`src/rtl/sr_deb_pkg.sv`:
```
// Shared types and constants for the two-channel set/clear button debouncer.
package sr_deb_pkg;

  localparam int SYNC_STAGES = 2;

  typedef logic [1:0] chan_state_t;

  localparam chan_state_t LOW    = 2'd0;
  localparam chan_state_t ARM_HI = 2'd1;
  localparam chan_state_t HIGH   = 2'd2;
  localparam chan_state_t ARM_LO = 2'd3;

endpackage

```
`src/rtl/sr_input_debouncer_if.sv`:
```
// Button/latch-drive bundle for sr_input_debouncer; q_mirror exists only with SR_DEB_MIRROR_EN.
interface sr_input_debouncer_if;

  logic set_btn;
  logic clr_btn;
  logic s_out;
  logic r_out;
  logic conflict;
  logic busy;
`ifdef SR_DEB_MIRROR_EN
  logic q_mirror;

  modport master (output set_btn, clr_btn, input s_out, r_out, conflict, busy, q_mirror);
  modport slave  (input set_btn, clr_btn, output s_out, r_out, conflict, busy, q_mirror);
`else
  modport master (output set_btn, clr_btn, input s_out, r_out, conflict, busy);
  modport slave  (input set_btn, clr_btn, output s_out, r_out, conflict, busy);
`endif

endinterface

```
`src/rtl/deb_channel.sv`:
```
// One debounce channel: 2-flop synchronizer, LOW/ARM_HI/HIGH/ARM_LO FSM and qualification counter.
module deb_channel
  import sr_deb_pkg::*;
#(
  parameter int DEBOUNCE_CYCLES = 50000,
  parameter int CNT_W           = 16
) (
  input  logic clk,
  input  logic rst,
  input  logic btn,
  output logic rise,
  output logic busy
);

  // The entry edge into an ARM state is the first stable sample, so the
  // counter only has to reach DEBOUNCE_CYCLES-2 to cover the full window.
  localparam logic [CNT_W-1:0] LAST = CNT_W'(DEBOUNCE_CYCLES - 2);

  logic [SYNC_STAGES-1:0] sync;
  logic                   din;
  chan_state_t            state;
  logic [CNT_W-1:0]       cnt;

  assign din  = sync[SYNC_STAGES-1];
  assign busy = (state == ARM_HI) || (state == ARM_LO);

  always_ff @(posedge clk) begin
    // NOTE: every register here, synchronizer included, is reset so a button held through reset requalifies from scratch.
    if (rst) begin
      sync  <= '0;
      state <= LOW;
      cnt   <= '0;
      rise  <= 1'b0;
    end else begin
      sync <= {sync[SYNC_STAGES-2:0], btn};
      rise <= 1'b0;
      case (state)
        LOW: begin
          if (din) begin
            state <= ARM_HI;
            cnt   <= '0;
          end
        end
        ARM_HI: begin
          if (!din) begin
            state <= LOW;
            cnt   <= '0;
          end else if (cnt >= LAST) begin
            state <= HIGH;
            cnt   <= '0;
            rise  <= 1'b1;
          end else begin
            cnt <= cnt + CNT_W'(1);
          end
        end
        HIGH: begin
          if (!din) begin
            state <= ARM_LO;
            cnt   <= '0;
          end
        end
        ARM_LO: begin
          // Release qualifies silently: no strobe on the way back to LOW.
          if (din) begin
            state <= HIGH;
            cnt   <= '0;
          end else if (cnt >= LAST) begin
            state <= LOW;
            cnt   <= '0;
          end else begin
            cnt <= cnt + CNT_W'(1);
          end
        end
        default: begin
          state <= LOW;
          cnt   <= '0;
        end
      endcase
    end
  end

endmodule

```
`src/rtl/sr_input_debouncer.sv`:
```
// Debounces set/clear buttons into exclusive one-cycle S/R pulses for a NOR SR latch.
// Optional SR_DEB_MIRROR_EN adds q_mirror, the expected latch state.
module sr_input_debouncer
  import sr_deb_pkg::*;
#(
  parameter int DEBOUNCE_CYCLES = 50000,
  parameter int CNT_W           = 16
) (
  input logic                 clk,
  input logic                 rst,
  sr_input_debouncer_if.slave deb
);

  logic set_rise, clr_rise;
  logic set_busy, clr_busy;
  logic s_q, r_q, conflict_q;

  deb_channel #(.DEBOUNCE_CYCLES(DEBOUNCE_CYCLES), .CNT_W(CNT_W)) u_set (
    .clk  (clk),
    .rst  (rst),
    .btn  (deb.set_btn),
    .rise (set_rise),
    .busy (set_busy)
  );

  deb_channel #(.DEBOUNCE_CYCLES(DEBOUNCE_CYCLES), .CNT_W(CNT_W)) u_clr (
    .clk  (clk),
    .rst  (rst),
    .btn  (deb.clr_btn),
    .rise (clr_rise),
    .busy (clr_busy)
  );

  // Simultaneous accepts are suppressed so the latch never sees S=R=1.
  always_ff @(posedge clk) begin
    if (rst) begin
      s_q        <= 1'b0;
      r_q        <= 1'b0;
      conflict_q <= 1'b0;
    end else begin
      s_q        <= set_rise & ~clr_rise;
      r_q        <= clr_rise & ~set_rise;
      conflict_q <= set_rise & clr_rise;
    end
  end

  assign deb.s_out    = s_q;
  assign deb.r_out    = r_q;
  assign deb.conflict = conflict_q;
  assign deb.busy     = set_busy | clr_busy;

`ifdef SR_DEB_MIRROR_EN
  logic q_q;

  always_ff @(posedge clk) begin
    if (rst) begin
      q_q <= 1'b0;
    end else if (s_q) begin
      q_q <= 1'b1;
    end else if (r_q) begin
      q_q <= 1'b0;
    end
  end

  assign deb.q_mirror = q_q;
`endif

endmodule

```
`src/flat_wrapper.sv`:
```
// flat-port wrapper written by rule: the top's interface ports become plain ports
module sr_input_debouncer_flat import sr_deb_pkg::*;
#(
  parameter int DEBOUNCE_CYCLES = 50000,
  parameter int CNT_W           = 16
)
  (clk, rst, deb_set_btn, deb_clr_btn, deb_s_out, deb_r_out, deb_conflict, deb_busy);
  sr_input_debouncer_if deb_i ();
  input logic clk;
  input logic rst;
  input wire logic [$bits(deb_i.set_btn)-1:0] deb_set_btn;
  input wire logic [$bits(deb_i.clr_btn)-1:0] deb_clr_btn;
  output wire logic [$bits(deb_i.s_out)-1:0] deb_s_out;
  output wire logic [$bits(deb_i.r_out)-1:0] deb_r_out;
  output wire logic [$bits(deb_i.conflict)-1:0] deb_conflict;
  output wire logic [$bits(deb_i.busy)-1:0] deb_busy;
  assign deb_i.set_btn = deb_set_btn;
  assign deb_i.clr_btn = deb_clr_btn;
  assign deb_s_out = deb_i.s_out;
  assign deb_r_out = deb_i.r_out;
  assign deb_conflict = deb_i.conflict;
  assign deb_busy = deb_i.busy;
  sr_input_debouncer #(.DEBOUNCE_CYCLES(DEBOUNCE_CYCLES), .CNT_W(CNT_W)) u_core (.clk(clk), .rst(rst), .deb(deb_i));
endmodule
```
`config.mk`:
```
export PLATFORM = sky130hd
export DESIGN_NAME = sr_input_debouncer_flat
export DESIGN_NICKNAME = d
export VERILOG_FILES = /design/src/rtl/sr_deb_pkg.sv /design/src/rtl/sr_input_debouncer_if.sv /design/src/rtl/deb_channel.sv /design/src/rtl/sr_input_debouncer.sv /design/src/flat_wrapper.sv
export SDC_FILE = /design/constraint.sdc
export NUM_CORES = 1
export LEC_CHECK = 0
export BUFFER_PORTS_ARGS = -buffer_cell sky130_fd_sc_hd__buf_2
export CORE_MARGIN = 2
export CORE_UTILIZATION = 55
export CTS_CLUSTER_SIZE = 28
export DETAILED_ROUTE_END_ITERATION = 12
export PLACE_DENSITY = 0.75
export SLEW_MARGIN = 40
export SYNTH_ARGS = -nofsm -noshare
export SYNTH_HDL_FRONTEND = slang
export SYNTH_SLANG_ARGS = --single-unit
```
`constraint.sdc`:
```
create_clock -name clk -period 2.35 [get_ports clk]
set_input_delay 0.235 -clock clk [delete_from_list [all_inputs] [get_ports clk]]
set_output_delay 0.235 -clock clk [all_outputs]
set_load 0.02 [all_outputs]
```
## Word-level counts from Yosys, hierarchy flattened

Cells that the tools add are included.
Widths: inputs -> output; s select.

- Add/subtract/negate cells: 2
- Multipliers: 0
- Div/mod/pow operators: 0
- Order comparisons: 2
- Equal/unequal tests: 14
- Shift-type cells: 0
- Muxes and demuxes: 28
- Bitwise gates (word level): 10
- Reduce and logical (&&, ||, !) cells: 10

Operators with widths:

| cell | count |
|---|---|
| $mux 16 | 10 |
| $pmux 16 s4 | 2 |
| $add 16x1->16 const B | 2 |
| $ge 16x16->1 const B | 2 |
| $mux 2 | 12 |
| $pmux 2 s4 | 2 |
| $ne 3x2->1 const B | 4 |
| $eq 2x2->1 const B | 4 |
| $ne 2x2->1 const B | 4 |
| $reduce_and 4->1 | 2 |
| $not 1->1 | 6 |
| $reduce_or 3->1 | 2 |
| $eq 2x1->1 const B | 2 |
| $logic_not 2->1 | 2 |
| $reduce_and 2->1 | 2 |
| $and 1x1->1 | 3 |
| $logic_or 1x1->1 | 2 |
| $mux 1 | 2 |
| $or 1x1->1 | 1 |

- Register bits after elaboration: 45
- Latch bits: 0
- Bits in writable memories: 0
- Memory bits (read-only): 0
- Bits of input ports: 4
- Logic and storage cells: 77
- Memories: 0

## Longest topological paths before layout

Gate-level depths: netlist of run 1.

- Word-level depth: 4
- Depth in mapped cells: 8
- Gate-level depth less buffers: 7

## Cells and area by module

From an unflattened synthesis of run 1, not the netlist that was laid out.

- Cell total of the unflattened synthesis: 245
- Area, all modules: 2083.2 um^2

By module, submodules not included:

| module | instances | cells an instance | area an instance (um^2) | seq. area each (um^2) |
|---|---|---|---|---|
| deb_channel | 2 | 119 | 996.0 | 420.4 |
| sr_input_debouncer | 1 | 7 | 91.3 | 60.1 |

## Worst setup path before layout of run 1

Ideal clock, no wire load.

- Path kind: reg2reg
- Start point: register u_core.u_clr.cnt[0]
- End point: register u_core.u_clr.cnt[2]
- Arrival time: 1.758 ns
- Slack: 0.534 ns
- Cell stages (with the launch flop): 9
- Clock period less this slack: 1.816 ns
- Cell sequence: dfxtp_1 inv_1 ha_1 o211a_1 o311ai_2 nand4b_1 buf_2 nor3b_1 a21o_1

- Longest elaborated chain between the ends: 4
- Elaborated cells between the ends (all ways): 6
- Those cells by class: add/sub: 1; order compare: 1; mux: 4

RTL lines:

| element | RTL line | source |
|---|---|---|
| start: declaration | deb_channel.sv:22 | `logic [CNT_W-1:0] cnt;` |
| start signal: assignment | deb_channel.sv:53 | `cnt <= cnt + CNT_W'(1);` |
| start signal: assignment | deb_channel.sv:71 | `cnt <= cnt + CNT_W'(1);` |
| $add 16x1->16 or $ge 16x16->1 (tied branches) | -- |  |
| $mux 16 (*) | deb_channel.sv:48, deb_channel.sv:67 |  |
| $mux 16 (on tied branches) | deb_channel.sv:64, deb_channel.sv:45 |  |
| $pmux 16 s4 (*) | deb_channel.sv:37 | `case (state)` |

Every way passes the cells marked *; elsewhere a longest branch is shown, timed or not.
A chain may end at the register's enable or synchronous reset.

## Worst setup path in the final report of run 1

- Start point: register u_core.u_set.cnt[10]
- End point: register u_core.u_set.cnt[6]

- Longest elaborated chain between the ends: 4
- Elaborated cells between the ends (all ways): 5
- Those cells by class: order compare: 1; mux: 4

RTL lines:

| element | RTL line |
|---|---|
| start: declaration | deb_channel.sv:22 |
| start signal: assignment | deb_channel.sv:53 |
| start signal: assignment | deb_channel.sv:71 |
| $ge 16x16->1 (*) | deb_channel.sv:48, deb_channel.sv:67 |
| $mux 16 (*) | deb_channel.sv:48, deb_channel.sv:67 |
| $mux 16 (on tied branches) | deb_channel.sv:64, deb_channel.sv:45 |
| $pmux 16 s4 (*) | deb_channel.sv:37 |

Marks and branches as above.

==> Implementation_results.wiki, run 1 <==
{| class="wikitable"
! Metric !! Value
|-
| Status || finished clean
|-
| Aggregate global routing overflow || 0
|-
| Switching power as a share of total power || 0.1988
|-
| Count of max-cap constraint violations || 0
|-
| Starting density of the core || 0.5838
|-
| Maximum clock rate || 502.6 MHz
|-
| Clock latency reported for the late side of the worst-skew pair || 0.30 ns
|-
| Launch point of the worst reg-to-reg path || u_core.u_set.cnt[10]$_SDFFE_PP0P_
|-
| Min-Delay Path Class || in -> reg
|-
| Number of top-level pins || 8
|-
| Die width || 66.81 microns
|-
| Number of global-route vias before repair || 1,623
|-
| Maximum number of pins on one net before global-route repair || 23
|-
| Via total after detailed routing || 1,833
|-
| Dominant cell type by area after synthesis || sky130_fd_sc_hd__dfxtp_1
|-
| Family with the most delay on the worst path || simple AND/OR/NAND/NOR gates
|-
| Post-detailed-route count of antenna-violating nets || 0
|-
| Main synth FF type || sky130_fd_sc_hd__dfxtp_1
|-
| Portion of the post-synthesis area used by sequential elements || 0.4152
|-
| Path type of the worst setup path || reg -> reg
|-
| Clock tree sinks || 45
|-
| Synth Cell Area || 2170 sq um
|-
| Aggregate negative setup slack || 0 ns
|-
| Number of vias per cell after detailed routing || 5.932
|-
| Sequential share of power || 0.548
|-
| Area share of the largest cell type after synthesis || 0.4152
|-
| End point of the most critical hold path || u_core.u_set.sync[0]$_SDFF_PP0_
|-
| Hold Path Cell Cnt || 2
|-
| Number of gates resized after CTS || 0
|-
| Post-DP HPWL || 2853 microns
|-
| Buffer depth of the longest clock path || 2
|-
| Final nets || 268
|-
| 1st-pass router iterations || 4
|-
| Part of the cycle the worst path needs || 0.8467
|-
| First-pass GRT wire length || 7107 microns
|-
| Largest stage delay, worst path || 0.49 ns
|-
| Most common cell in the synthesized netlist || sky130_fd_sc_hd__dfxtp_1
|-
| Placeable Area || 3716 sq um
|-
| Clock group share of total power || 0.423
|-
| Area of the die || 4463 sq um
|-
| Worst reg2reg path depth || 6
|-
| Number of antenna violations at the first check in global routing || 0
|-
| Combinational share of power || 0.029
|-
| Max FO, Critical Path || 20
|-
| Aggregate global-route resource usage || 0.2086
|-
| Leakage power summed over all cells || 0.8319 nW
|-
| Internal portion of total power || 0.001127 W
|-
| Row count || 22
|-
| Worst Setup Slack, final || 0.3602 ns
|-
| Number of max-slew violations in the final report || 0
|-
| Setup skew after layout || 0.006927 ns
|-
| Post-detailed-routing wire length || 4184 microns
|-
| Top cells by area in the synthesized netlist || sky130_fd_sc_hd__dfxtp_1, sky130_fd_sc_hd__nand2_1, sky130_fd_sc_hd__o21ai_0
|-
| Worst setup slack for register-to-register paths || 0.36 ns
|-
| Crit path required time || 2.57 ns
|-
| Share of final-layout standard cells stronger than drive strength 1 || 0.09962
|-
| Worst setup slack before clock tree synthesis || 0.4176 ns
|-
| Post-Syn Area per Cell || 8.609 sq um
|-
| Flip-flop and latch count after synthesis || 45
|-
| Post-Synthesis Net Count || 260
|-
| Worst path bufs/invs || 1
|-
| Critical path capture point type || register
|-
| Synth unique cells || 49
|-
| Setup violations, final || 0
|-
| Ys async rst share || 0
|-
| VDD IR-drop max || 0.3846 mV
|-
| Number of DRC violations after detailed-routing iteration 0 || 163
|-
| TritonCTS clock tree || yes
|-
| Final Critical Period || 1.990 ns
|-
| Most common library cells after synthesis || sky130_fd_sc_hd__dfxtp_1, sky130_fd_sc_hd__nand2_1, sky130_fd_sc_hd__o21ai_0
|-
| Per-cell routed wire length || 13.54 microns
|-
| Ant. Diodes || 0
|-
| Cell at the slowest stage of the critical path || sky130_fd_sc_hd__nor4_1
|-
| Number of failing hold endpoints at the final stage || 0
|-
| Kind of launch point of the worst setup path || register
|-
| Cell breakdown of the critical path || nor4_1 -> o211ai_1 -> nor3_2 -> buf_4 -> o21ai_0 -> a31oi_1
|-
| Vertical extent of the die || 66.81 microns
|-
| Total setup buffers inserted after CTS || 0
|-
| Unrepaired setup endpoints after global routing || false
|-
| Clock Tree Root || sky130_fd_sc_hd__clkbuf_8
|-
| Number of synthesized flops with an enable pin || 0
|-
| Clk pin slew, worst setup/hold paths || 0.08 ns
|-
| CTS Buf Count || 5
|-
| Power Density || 601.8 nW/um^2
|-
| Switching power || 0.0002797 W
|-
| Syn Inst Count || 252
|-
| H-tree Lvls || 2
|-
| GP Congestion || 0.8827
|-
| Count of hold-fix buffers inserted at cts || 0
|-
| Number of synthesis warnings || 0
|-
| Data arrival time of the critical path || 2.20 ns
|-
| Tightest slew margin relative to the limit || 0.6176
|-
| Number of input and output port buffers inserted || 7
|-
| Transition time of the tightest slew-check pin || 0.5693 ns
|-
| Number of DRC violations after detailed routing || 0
|-
| Synth-to-layout area growth || 7.728%
|-
| Number of inserted filler cells in the final layout || 339
|-
| Worst Min Path Start || deb_set_btn
|-
| Worst reg2reg endpoint || u_core.u_set.cnt[6]$_SDFFE_PP0P_
|}
[kinds of logic (layout without fill, tap and decap cells)]
group,count (synthesis),in the layout,share of synthesized area
compound gates,60,60,0.1840
xor+xnor,8,8,0.03229
fa+ha+maj,4,4,0.02307
buf+inv,18,27,0.04786
flops,45,45,0.4152
mux,3,3,0.01384
simple gates,114,114,0.2837
[through the flow]
| stage | instances | total power, W | area [sq um] | utilization | hold slack, ns |
|---|---|---|---|---|---|
| 3_5_place_dp | 301 | 0.0008302 | 2221 | 0.5976 | 0.4249 |
| 5_1_grt | 309 | 0.001451 | 2337 | 0.6290 | 0.1581 |
| 6_report | 309 | 0.001407 | 2337 | 0.6290 | 0.1532 |
| 2_1_floorplan | 252 | 0.0008200 | 2170 | - | 0.3632 |
| 4_1_cts | 309 | 0.001424 | 2337 | 0.6290 | 0.1459 |
| 3_3_place_gp | 301 | 0.0008298 | 2221 | 0.5976 | 0.4175 |
[sequential cells by signal, summed over array words and instances (netlist names), named ones only]
name,flops
u_core.deb.conflict,1
u_core.deb.r_out,1
u_core.deb.s_out,1
u_core.u_clr.cnt,16
u_core.u_clr.rise,1
u_core.u_clr.state,1
u_core.u_clr.sync,2
u_core.u_set.cnt,16
u_core.u_set.rise,1
u_core.u_set.state,1
u_core.u_set.sync,2
[power groups by stage]
stage	Clock (W)	Sequential (W)	Combinational [W]
5_1_grt	0.000634	0.000772	0.0000457
3_3_place_gp	0	0.000789	0.0000413
2_1_floorplan	0	0.000788	0.0000324
6_report	0.000595	0.000771	0.0000412
4_1_cts	0.000611	0.000771	0.0000415
3_5_place_dp	0	0.000789	0.0000414
[worst max-delay path by stage]
stage                                            startpoint  cells past startpoint                          endpoint
after detailed placement   u_core.u_clr.cnt[0]$_SDFFE_PP0P_                      8  u_core.u_clr.cnt[3]$_SDFFE_PP0P_
after floorplan            u_core.u_clr.cnt[0]$_SDFFE_PP0P_                      8  u_core.u_clr.cnt[2]$_SDFFE_PP0P_
after global routing      u_core.u_set.cnt[10]$_SDFFE_PP0P_                      6  u_core.u_set.cnt[6]$_SDFFE_PP0P_
final                     u_core.u_set.cnt[10]$_SDFFE_PP0P_                      6  u_core.u_set.cnt[6]$_SDFFE_PP0P_
after global placement     u_core.u_clr.cnt[0]$_SDFFE_PP0P_                      8  u_core.u_clr.cnt[3]$_SDFFE_PP0P_
after CTS                  u_core.u_clr.cnt[0]$_SDFFE_PP0P_                      8  u_core.u_clr.cnt[3]$_SDFFE_PP0P_
[worst register-to-register path, stage by stage, from the launching register on]
cell,delay (ns)
sky130_fd_sc_hd__dfxtp_1,0.35
sky130_fd_sc_hd__nor4_1,0.49
sky130_fd_sc_hd__o211ai_1,0.29
sky130_fd_sc_hd__nor3_2,0.20
sky130_fd_sc_hd__buf_4,0.25
sky130_fd_sc_hd__o21ai_0,0.13
sky130_fd_sc_hd__a31oi_1,0.20
[layout make-up]
type | count | area [sq um] | area share
clock buffers | 7 | 86.33 | 0.03694
multi-input cells | 189 | 1165 | 0.4984
well taps | 48 | 60.06 | 0.02570
flip-flops and latches | 45 | 900.9 | 0.3854
clock inverters | 1 | 30.03 | 0.01285
repair buffers | 11 | 65.06 | 0.02784
inverters | 8 | 30.03 | 0.01285
[layout by cell type, fill, tap and decap left out, types with 6 or more instances in the layout]
| cell type | n |
|---|---|
| sky130_fd_sc_hd__nor2_1 | 15 |
| sky130_fd_sc_hd__nand2_1 | 30 |
| sky130_fd_sc_hd__inv_1 | 8 |
| sky130_fd_sc_hd__nand4_1 | 7 |
| sky130_fd_sc_hd__o21ai_0 | 19 |
| sky130_fd_sc_hd__a31oi_1 | 8 |
| sky130_fd_sc_hd__or3_1 | 6 |
| sky130_fd_sc_hd__dfxtp_1 | 45 |
| sky130_fd_sc_hd__clkbuf_8 | 6 |
| sky130_fd_sc_hd__nand3_1 | 16 |
| sky130_fd_sc_hd__a21oi_1 | 15 |
| sky130_fd_sc_hd__nor3_1 | 10 |
| sky130_fd_sc_hd__buf_2 | 7 |
[layer usage]
layer  vias up  global-route usage  part of all wire
li1        939                   -                 -
met5         -                   0                 0
met2        34              0.3150              0.44
met3         5             0.05405             0.042
met4         0             0.06633             0.012
met1       855              0.2901              0.50
Power figures use the tool's default switching activity.
==> inputs of run 2 (changes only) <==
Settings changed: PLACE_DENSITY 0.75 to 0.78.
Clock period 2.35 ns to 1.68 ns, I/O delays scaled along.
==> run 2 against run 1 <==
Net effect:
- first-iteration DRC count is 120% higher
- critical path type unchanged
- sequential power increased by 40%
- maximum frequency shrank 1.1%
- design area grew 34%
- count of clock-buffer cells in the layout unchanged
- the flow now finishes with violations (setup timing)
- non-clock buffer count is 57 higher
- register-to-register slack got worse by 0.69 ns
- global-route usage rose by 8.9 points
- largest power group unchanged
- sequential share of layout area down 9.6 points
- via count grew 37%
- cell count up 19%
- die area did not move
==> Implementation_results.wiki, run 2 (synthesis gave the netlist of run 1 again) <==
{| class="wikitable"
! Metric !! Value
|-
| Number of top-level pins || 8 (unchanged)
|-
| Number of input and output port buffers inserted || 7 (unchanged)
|-
| Row count || 22 (unchanged)
|-
| Number of failing hold endpoints at the final stage || 0 (unchanged)
|-
| First-pass GRT wire length || 9873 microns (+39%)
|-
| Clk pin slew, worst setup/hold paths || 0.09 ns (about the same)
|-
| CP Launch Point || u_core.u_clr.cnt[0]$_SDFFE_PP0P_
|-
| Final nets || 326 (+22%)
|-
| Count of max-cap constraint violations || 0 (unchanged)
|-
| Cell at the slowest stage of the critical path || sky130_fd_sc_hd__dfxtp_2
|-
| Ant. Diodes || 0 (unchanged)
|-
| Non-filler instance count after layout || 367 (+19%)
|-
| Post-detailed-route count of antenna-violating nets || 0 (unchanged)
|-
| Hold WS || 0.09806 ns (-0.05514 ns)
|-
| Buffer depth of the longest clock path || 2 (unchanged)
|-
| Maximum number of pins on one net before global-route repair || 17 (-26%)
|-
| Aggregate global routing overflow || 0 (unchanged)
|-
| Placeable Area || 3716 sq um (unchanged)
|-
| Setup skew after layout || 0.009396 ns (+0.002470 ns)
|-
| Worst reg2reg path depth || 8 (+2)
|-
| Number of inserted filler cells in the final layout || 157 (-54%)
|-
| Clock latency reported for the late side of the worst-skew pair || 0.31 ns (about the same)
|-
| Final Critical Period || 2.012 ns (+0.02246 ns)
|-
| Aggregate global-route resource usage || 0.2981 (+0.08948)
|-
| Status || complete, but fails checks
|-
| Cell breakdown of the critical path || inv_2 -> ha_4 -> o211a_4 -> o311ai_4 -> nand4b_1 -> buf_6 -> or3_1 -> o21ai_1
|-
| Area taken by flip-flops and latches || 905.9 sq um (+0.56%)
|-
| Crit path required time || 1.92 ns (-0.65 ns)
|-
| Largest stage delay, worst path || 0.35 ns (-0.14 ns)
|-
| Max FO, Critical Path || 5 (-75%)
|-
| Leakage power summed over all cells || 1.205 nW (+45%)
|-
| VDD IR-drop max || 0.7973 mV (+110%)
|-
| GP Congestion || 0.8923 (+1.1%)
|-
| Number of DRC violations after detailed routing || 0 (unchanged)
|-
| Synth-to-layout area growth || 44.41%
|-
| Worst reg2reg endpoint || u_core.u_clr.cnt[4]$_SDFFE_PP0P_
|-
| Post-DP HPWL || 3366 microns (+18%)
|-
| Per-cell routed wire length || 22.25 microns (+64%)
|-
| Starting density of the core || 0.5838 (unchanged)
|-
| Transition time of the tightest slew-check pin || 0.5642 ns (-0.005087 ns)
|-
| Critical path destination || u_core.u_clr.cnt[4]$_SDFFE_PP0P_
|-
| Setup violations, final || 38 (+38)
|-
| Footprint of the multi-input gates || 1426 sq um (+22%)
|-
| Most common cell after layout, fill and taps aside || sky130_fd_sc_hd__buf_4
|-
| Worst Setup Slack, final || -0.3322 ns (-0.6925 ns)
|-
| CTS Buf Count || 5 (unchanged)
|-
| Number of max-slew violations in the final report || 0 (unchanged)
|-
| Part of the cycle the worst path needs || 1.198 (+0.3510)
|-
| Unrepaired setup endpoints after global routing || true
|-
| 1st-pass router iterations || 5 (+1)
|-
| Vertical extent of the die || 66.81 microns (unchanged)
|-
| Worst Min Path Start || deb_clr_btn
|-
| Area of the die || 4463 sq um (unchanged)
|-
| Commonest non-fill, non-tap cells in the layout || sky130_fd_sc_hd__buf_4, sky130_fd_sc_hd__dfxtp_1, sky130_fd_sc_hd__nand2_1, sky130_fd_sc_hd__nand3_1, sky130_fd_sc_hd__nor2_1
|-
| Die width || 66.81 microns (unchanged)
|-
| Aggregate negative setup slack || -7.397 ns (-7.397 ns)
|-
| TritonCTS clock tree || yes
|-
| Registers with the highest flip-flop counts || u_core.u_clr.cnt: 16 flops, u_core.u_set.cnt: 16 flops
|-
| Post-detailed-routing wire length || 8167 microns (+95%)
|-
| Power Density || 655.5 nW/um^2 (+8.9%)
|-
| Path type of the worst setup path || reg -> reg
|-
| Worst setup slack for register-to-register paths || -0.33 ns (-0.69 ns)
|-
| Launch point of the worst reg-to-reg path || u_core.u_clr.cnt[0]$_SDFFE_PP0P_
|-
| Clock Tree Root || sky130_fd_sc_hd__clkbuf_8
|-
| Critical path capture point type || register
|-
| Number of vias per cell after detailed routing || 6.861 (+16%)
|-
| Min-Delay Path Class || in -> reg
|-
| Maximum clock rate || 497.0 MHz (-1.1%)
|-
| Kind of launch point of the worst setup path || register
|-
| H-tree Lvls || 2 (unchanged)
|-
| Via total after detailed routing || 2,518 (+37%)
|-
| Number of global-route vias before repair || 2,179 (+34%)
|-
| Data arrival time of the critical path || 2.25 ns (+0.05 ns)
|-
| Clock tree sinks || 45 (unchanged)
|-
| Number of DRC violations after detailed-routing iteration 0 || 356 (+120%)
|-
| Count of hold-fix buffers inserted at cts || 0 (unchanged)
|-
| Share of final-layout standard cells stronger than drive strength 1 || 0.4075 (+0.3079)
|-
| Failing checks || setup timing
|-
| Tightest slew margin relative to the limit || 0.6225 (+0.004922)
|-
| Cell Count Post-Placement || 344 (+14%)
|-
| Number of antenna violations at the first check in global routing || 0 (unchanged)
|}
## run 2: cell count changes in the layout (fill, tap and decap cells not counted), sizes merged
| cell | change |
|---|---|
| buf | +56 |
| clkbuf | +1 |
| nor3 | +1 |
## run 2: worst min-delay path by stage
stage	end	slack, ns	depth (start not counted)
floorplan	u_core.u_clr.sync[0]$_SDFF_PP0_	0.30	1
global placement	u_core.u_clr.sync[0]$_SDFF_PP0_	0.38	2
detailed placement	u_core.u_clr.sync[0]$_SDFF_PP0_	0.39	2
CTS	u_core.u_clr.sync[0]$_SDFF_PP0_	0.07	2
global route	u_core.u_clr.sync[0]$_SDFF_PP0_	0.09	2
finish	u_core.u_clr.sync[0]$_SDFF_PP0_	0.1	2
## run 2: final cells by class
cell class | count | area share
well taps | 48 | 0.01917
repair buffers | 68 | 0.1897
flip-flops and latches | 45 | 0.2891
clock inverters | 1 | 0.009585
multi-input cells | 190 | 0.4553
clock buffers | 7 | 0.02756
inverters | 8 | 0.009585
## run 2: metrics by stage
stage,instance area (sq um),worst slack (ns),total power (W),utilization
global route,3133,-0.3736,0.002090,0.8431
global placement,2570,-0.5040,0.001179,0.6916
floorplan,2187,-0.07354,0.001147,-
CTS,2865,-0.1324,0.002025,0.7710
detailed placement,2576,-0.2867,0.001181,0.6933
finish,3133,-0.3322,0.002054,0.8431
## run 2: worst max-delay path, delay by kind of cell (launching register included)
kind	cells	cell delay (ns)
adders and majority gates	1	0.15
and+or+nand+nor	2	0.57
DFF	1	0.35
AOI/OAI and AO/OA	3	0.59
buffers and inverters	2	0.26
## run 2: what timing repair did
action / CTS / global route
setup buffers: 8 / 5
setup endpoints to repair: 33 / 38
gates cloned: 1 / 1
pin swaps: 16 / 34
resized for setup: 31 / 45
## run 2: where the power goes
part           internal [W]  total (W)  switching [W]
registers           0.00107    0.00108     0.00000487
logic             0.0000420   0.000109      0.0000669
clock network      0.000485   0.000868       0.000382
total               0.00160    0.00205       0.000454
## run 2: metal layers
layer,GRT usage,vias to the layer above,share of wire
met2,0.5075,202,0.47
met5,0,-,0
met1,0.3460,1180,0.39
met3,0.06757,71,0.082
met4,0.1582,0,0.057
li1,-,1065,-
==> inputs of run 3 (changes only) <==
Settings changed: ABC_AREA set to 1, MAX_ROUTING_LAYER set to met4, PLACE_DENSITY 0.78 to 0.75.
==> run 3 against run 2 <==
Net effect:
- the flow now finishes without violations
- global-route usage decreased by 7.7 points
- hold slack got worse by 0.020 ns
- clock power decreased by 3.7%
- critical path type unchanged
- flip-flop and latch count unchanged
- die area increased by 22%
- utilization decreased by 19 points
- total power increased by 6.4%
- non-clock buffer count decreased by 48
- setup slack improved by 0.43 ns
- cell count increased by 25%
- clock skew decreased by 0.0048 ns
- sequential power about the same
==> Implementation_results.wiki, run 3 <==
{| class="wikitable"
! Metric !! Value
|-
| Status || finished clean
|-
| First-pass GRT wire length || 9342 microns (-5.4%)
|-
| Min-Delay Path Class || in -> reg
|-
| Post-DP HPWL || 4056 microns (+21%)
|-
| Setup violations, final || 0 (-100%)
|-
| Synth unique cells || 38 (-22%)
|-
| Number of input and output port buffers inserted || 7 (unchanged)
|-
| Starting density of the core || 0.5672 (-0.01669)
|-
| Data arrival time of the critical path || 1.81 ns (-0.44 ns)
|-
| Per-cell routed wire length || 12.71 microns (-43%)
|-
| Clock Tree Root || sky130_fd_sc_hd__clkbuf_8
|-
| Final nets || 399 (+22%)
|-
| Final Critical Period || 1.583 ns (-0.4288 ns)
|-
| Tightest slew margin relative to the limit || 0.7491 (+0.1266)
|-
| Synth Cell Area || 2679 sq um (+23%)
|-
| Syn Inst Count || 372 (+48%)
|-
| Aggregate global-route resource usage || 0.2216 (-0.07650)
|-
| GR Util met2 || 0.3313 (-0.1762)
|-
| Buffer depth of the longest clock path || 2 (unchanged)
|-
| Max FO, Critical Path || 5 (unchanged)
|-
| Number of synthesis warnings || 0 (unchanged)
|-
| Number of vias per cell after detailed routing || 5.288 (-23%)
|-
| DP Area || 2831 sq um (+9.9%)
|-
| Vertical extent of the die || 73.79 microns (+10%)
|-
| Maximum clock rate || 631.5 MHz (+27%)
|-
| Post-detailed-route count of antenna-violating nets || 0 (unchanged)
|-
| Crit path required time || 1.90 ns (-0.02 ns)
|-
| Cell breakdown of the critical path || inv_4 -> ha_4 -> inv_2 -> nand2_1 -> nand2_1 -> nand2_1 -> nand2_2 -> nand2_4 -> a21boi_4 -> nand3_2 -> a21oi_2
|-
| Count of hold-fix buffers inserted at cts || 0 (unchanged)
|-
| Worst reg2reg endpoint || u_core.u_set.cnt[12]$_SDFFE_PP0P_
|-
| Launch point of the worst reg-to-reg path || u_core.u_set.cnt[0]$_SDFFE_PP0P_
|-
| Setup skew after layout || 0.004609 ns (-0.004787 ns)
|-
| Post-detailed-routing wire length || 5836 microns (-29%)
|-
| Critical path destination || u_core.u_set.cnt[12]$_SDFFE_PP0P_
|-
| Commonest non-fill, non-tap cells in the layout || sky130_fd_sc_hd__nand2_1, sky130_fd_sc_hd__dfxtp_1, sky130_fd_sc_hd__nor2_1, sky130_fd_sc_hd__inv_1, sky130_fd_sc_hd__nand3_2
|-
| Main synth FF type || sky130_fd_sc_hd__dfxtp_1
|-
| Part of the cycle the worst path needs || 0.9425 (-0.2552)
|-
| Cell at the slowest stage of the critical path || sky130_fd_sc_hd__dfxtp_4
|-
| Number of DRC violations after detailed routing || 0 (unchanged)
|-
| Count of max-cap constraint violations || 0 (unchanged)
|-
| Met1 Use GR || 0.3020 (-0.04404)
|-
| Clock tree sinks || 45 (unchanged)
|-
| Top cells by area in the synthesized netlist || sky130_fd_sc_hd__dfxtp_1, sky130_fd_sc_hd__nand2_1, sky130_fd_sc_hd__nor2_1
|-
| Path type of the worst setup path || reg -> reg
|-
| Cell repeated most along the worst path || sky130_fd_sc_hd__nand2_1
|-
| Number of inserted filler cells in the final layout || 404 (+160%)
|-
| VDD IR-drop max || 0.3911 mV (-51%)
|-
| Aggregate global routing overflow || 0 (unchanged)
|-
| Portion of the post-synthesis area used by sequential elements || 0.3363 (-0.07893)
|-
| Transition time of the tightest slew-check pin || 0.3752 ns (-0.1890 ns)
|-
| Number of global-route vias before repair || 2,112 (-3.1%)
|-
| Critical path capture point type || register
|-
| TritonCTS clock tree || yes
|-
| CP Launch Point || u_core.u_set.cnt[0]$_SDFFE_PP0P_
|-
| Registers with the highest flip-flop counts || u_core.u_clr.cnt: 16 flops, u_core.u_set.cnt: 16 flops
|-
| Number of failing hold endpoints at the final stage || 0 (unchanged)
|-
| Most common cell in the synthesized netlist || sky130_fd_sc_hd__nand2_1
|-
| Number of antenna violations at the first check in global routing || 0 (unchanged)
|-
| Ant. Diodes || 0 (unchanged)
|-
| Synth-to-layout area growth || 15.13%
|-
| Non-filler instance count after layout || 459 (+25%)
|-
| Area of the die || 5445 sq um (+22%)
|-
| Post-Synthesis Net Count || 380 (+46%)
|-
| Area share of the largest cell type after synthesis || 0.3363 (-0.07893)
|-
| Ys async rst share || 0 (unchanged)
|-
| Clk pin slew, worst setup/hold paths || 0.08 ns (about the same)
|-
| GP Congestion || 0.9361 (+4.9%)
|-
| Number of DRC violations after detailed-routing iteration 0 || 180 (-49%)
|-
| Die width || 73.79 microns (+10%)
|-
| Final design instance area without fill || 3084 sq um (-1.6%)
|-
| Kind of launch point of the worst setup path || register
|-
| H-tree Lvls || 2 (unchanged)
|-
| Flip-flop and latch count after synthesis || 45 (unchanged)
|-
| Leakage power summed over all cells || 1.127 nW (-6.5%)
|-
| Worst reg2reg path depth || 11 (+3)
|-
| Clock latency reported for the late side of the worst-skew pair || 0.29 ns (-0.02 ns)
|-
| Global route hottest layer || met2
|-
| Number of top-level pins || 8 (unchanged)
|-
| Number of max-slew violations in the final report || 0 (unchanged)
|-
| Share of final-layout standard cells stronger than drive strength 1 || 0.2679 (-0.1397)
|-
| Post-Syn Area per Cell || 7.201 sq um (-16%)
|-
| Most common library cells after synthesis || sky130_fd_sc_hd__nand2_1, sky130_fd_sc_hd__dfxtp_1, sky130_fd_sc_hd__nor2_1
|-
| Dominant cell type by area after synthesis || sky130_fd_sc_hd__dfxtp_1
|-
| Row count || 25 (+14%)
|-
| 1st-pass router iterations || 4 (-1)
|-
| Most common cell after layout, fill and taps aside || sky130_fd_sc_hd__nand2_1
|-
| Placeable Area || 4723 sq um (+27%)
|-
| CTS Buf Count || 5 (unchanged)
|-
| Largest stage delay, worst path || 0.39 ns (+0.04 ns)
|-
| Via total after detailed routing || 2,427 (-3.6%)
|-
| Cell Count Post-Placement || 448 (+30%)
|-
| Met3 Use GR || 0.05075 (-0.01681)
|-
| Maximum number of pins on one net before global-route repair || 28 (+11)
|-
| Worst setup slack for register-to-register paths || 0.1 ns (+0.43 ns)
|-
| Power Density || 708.3 nW/um^2 (+8.0%)
|-
| Number of synthesized flops with an enable pin || 0 (unchanged)
|}
run 3: cell count changes in the layout (fill, tap and decap cells not counted), moves of 7 or more:
cell / before / now
sky130_fd_sc_hd__nand4_1: 7 / 14
sky130_fd_sc_hd__inv_2: 3 / 11
sky130_fd_sc_hd__o21ai_0: 2 / 10
sky130_fd_sc_hd__nand2_1: 29 / 88
sky130_fd_sc_hd__buf_6: 7 / 0
sky130_fd_sc_hd__nor2_1: 12 / 39
sky130_fd_sc_hd__a31oi_1: 7 / 0
sky130_fd_sc_hd__inv_1: 5 / 34
sky130_fd_sc_hd__o21ai_2: 7 / 0
sky130_fd_sc_hd__buf_4: 48 / 12
sky130_fd_sc_hd__a21oi_1: 5 / 14
sky130_fd_sc_hd__nand3_2: 2 / 17
run 3: timing repair:
item                       in CTS  in global routing
setup endpoints to repair       0                 31
resized for setup               0                 27
setup buffers                   0                  2
run 3: stage by stage:
step / utilization / hold slack [ns] / setup TNS [ns] / worst slack [ns] / power [W]
final: 0.6530 / 0.07776 / 0 / 0.09655 / 0.002185
after global routing: 0.6530 / 0.07565 / -0.05303 / -0.03500 / 0.002286
after CTS: 0.6241 / 0.06892 / 0 / 0.01606 / 0.002198
after detailed placement: 0.5995 / 0.3744 / 0 / 0.01933 / 0.001360
after global placement: 0.5995 / 0.3674 / 0 / 0.1212 / 0.001357
after floorplan: - / 0.2750 / 0 / 0.2512 / 0.001297
run 3: power breakdown:
part,switching [W],total (W),leakage [nW],internal (W)
clock,0.000351,0.000836,0.0585,0.000485
combinational,0.000170,0.000248,0.703,0.0000775
sequential,0.0000153,0.00110,0.365,0.00109
run 3: critical path: cells and delay by family, from the launching register on:
kind	cells	cell delay [ns]
AO/OA/AOI/OAI	2	0.45
AND/OR/NAND/NOR	6	0.46
buffers and inverters	2	0.08
adder cells (fa/ha/maj)	1	0.15
flip-flops	1	0.39
run 3: area by class of cell:
class,count,area (sq um),area share
clock buffers,7,86.33,0.02799
multi-input cells,272,1654,0.5363
flip-flops and latches,45,905.9,0.2937
well taps,67,83.83,0.02718
repair buffers,20,145.1,0.04706
inverters,47,178.9,0.05801
clock inverters,1,30.03,0.009736
run 3: worst min path at each step:
stage	from	to	slack (ns)	cells after the start
finish	deb_set_btn	u_core.u_set.sync[0]$_SDFF_PP0_	0.08	3
floorplan	deb_clr_btn	u_core.u_clr.sync[0]$_SDFF_PP0_	0.27	2
CTS	deb_clr_btn	u_core.u_clr.sync[0]$_SDFF_PP0_	0.07	3
detailed placement	deb_set_btn	u_core.u_set.sync[0]$_SDFF_PP0_	0.37	3
global route	deb_clr_btn	u_core.u_clr.sync[0]$_SDFF_PP0_	0.08	3
global placement	deb_set_btn	u_core.u_set.sync[0]$_SDFF_PP0_	0.37	3
run 3: cell families after synthesis:
group,count (synthesis),synth area share
adders and majority gates,4,0.01868
xor gates and xnor gates,6,0.01962
DFF,45,0.3363
AOI/OAI and AO/OA,50,0.1336
buffers and inverters,56,0.08874
and+or+nand+nor,211,0.4031
run 3: routing by layer:
layer	wire (microns)	vias to the layer above
li1	-	1248
met4	38	0
met2	2598	72
met1	2872	1103
met5	0	-
met3	327	4
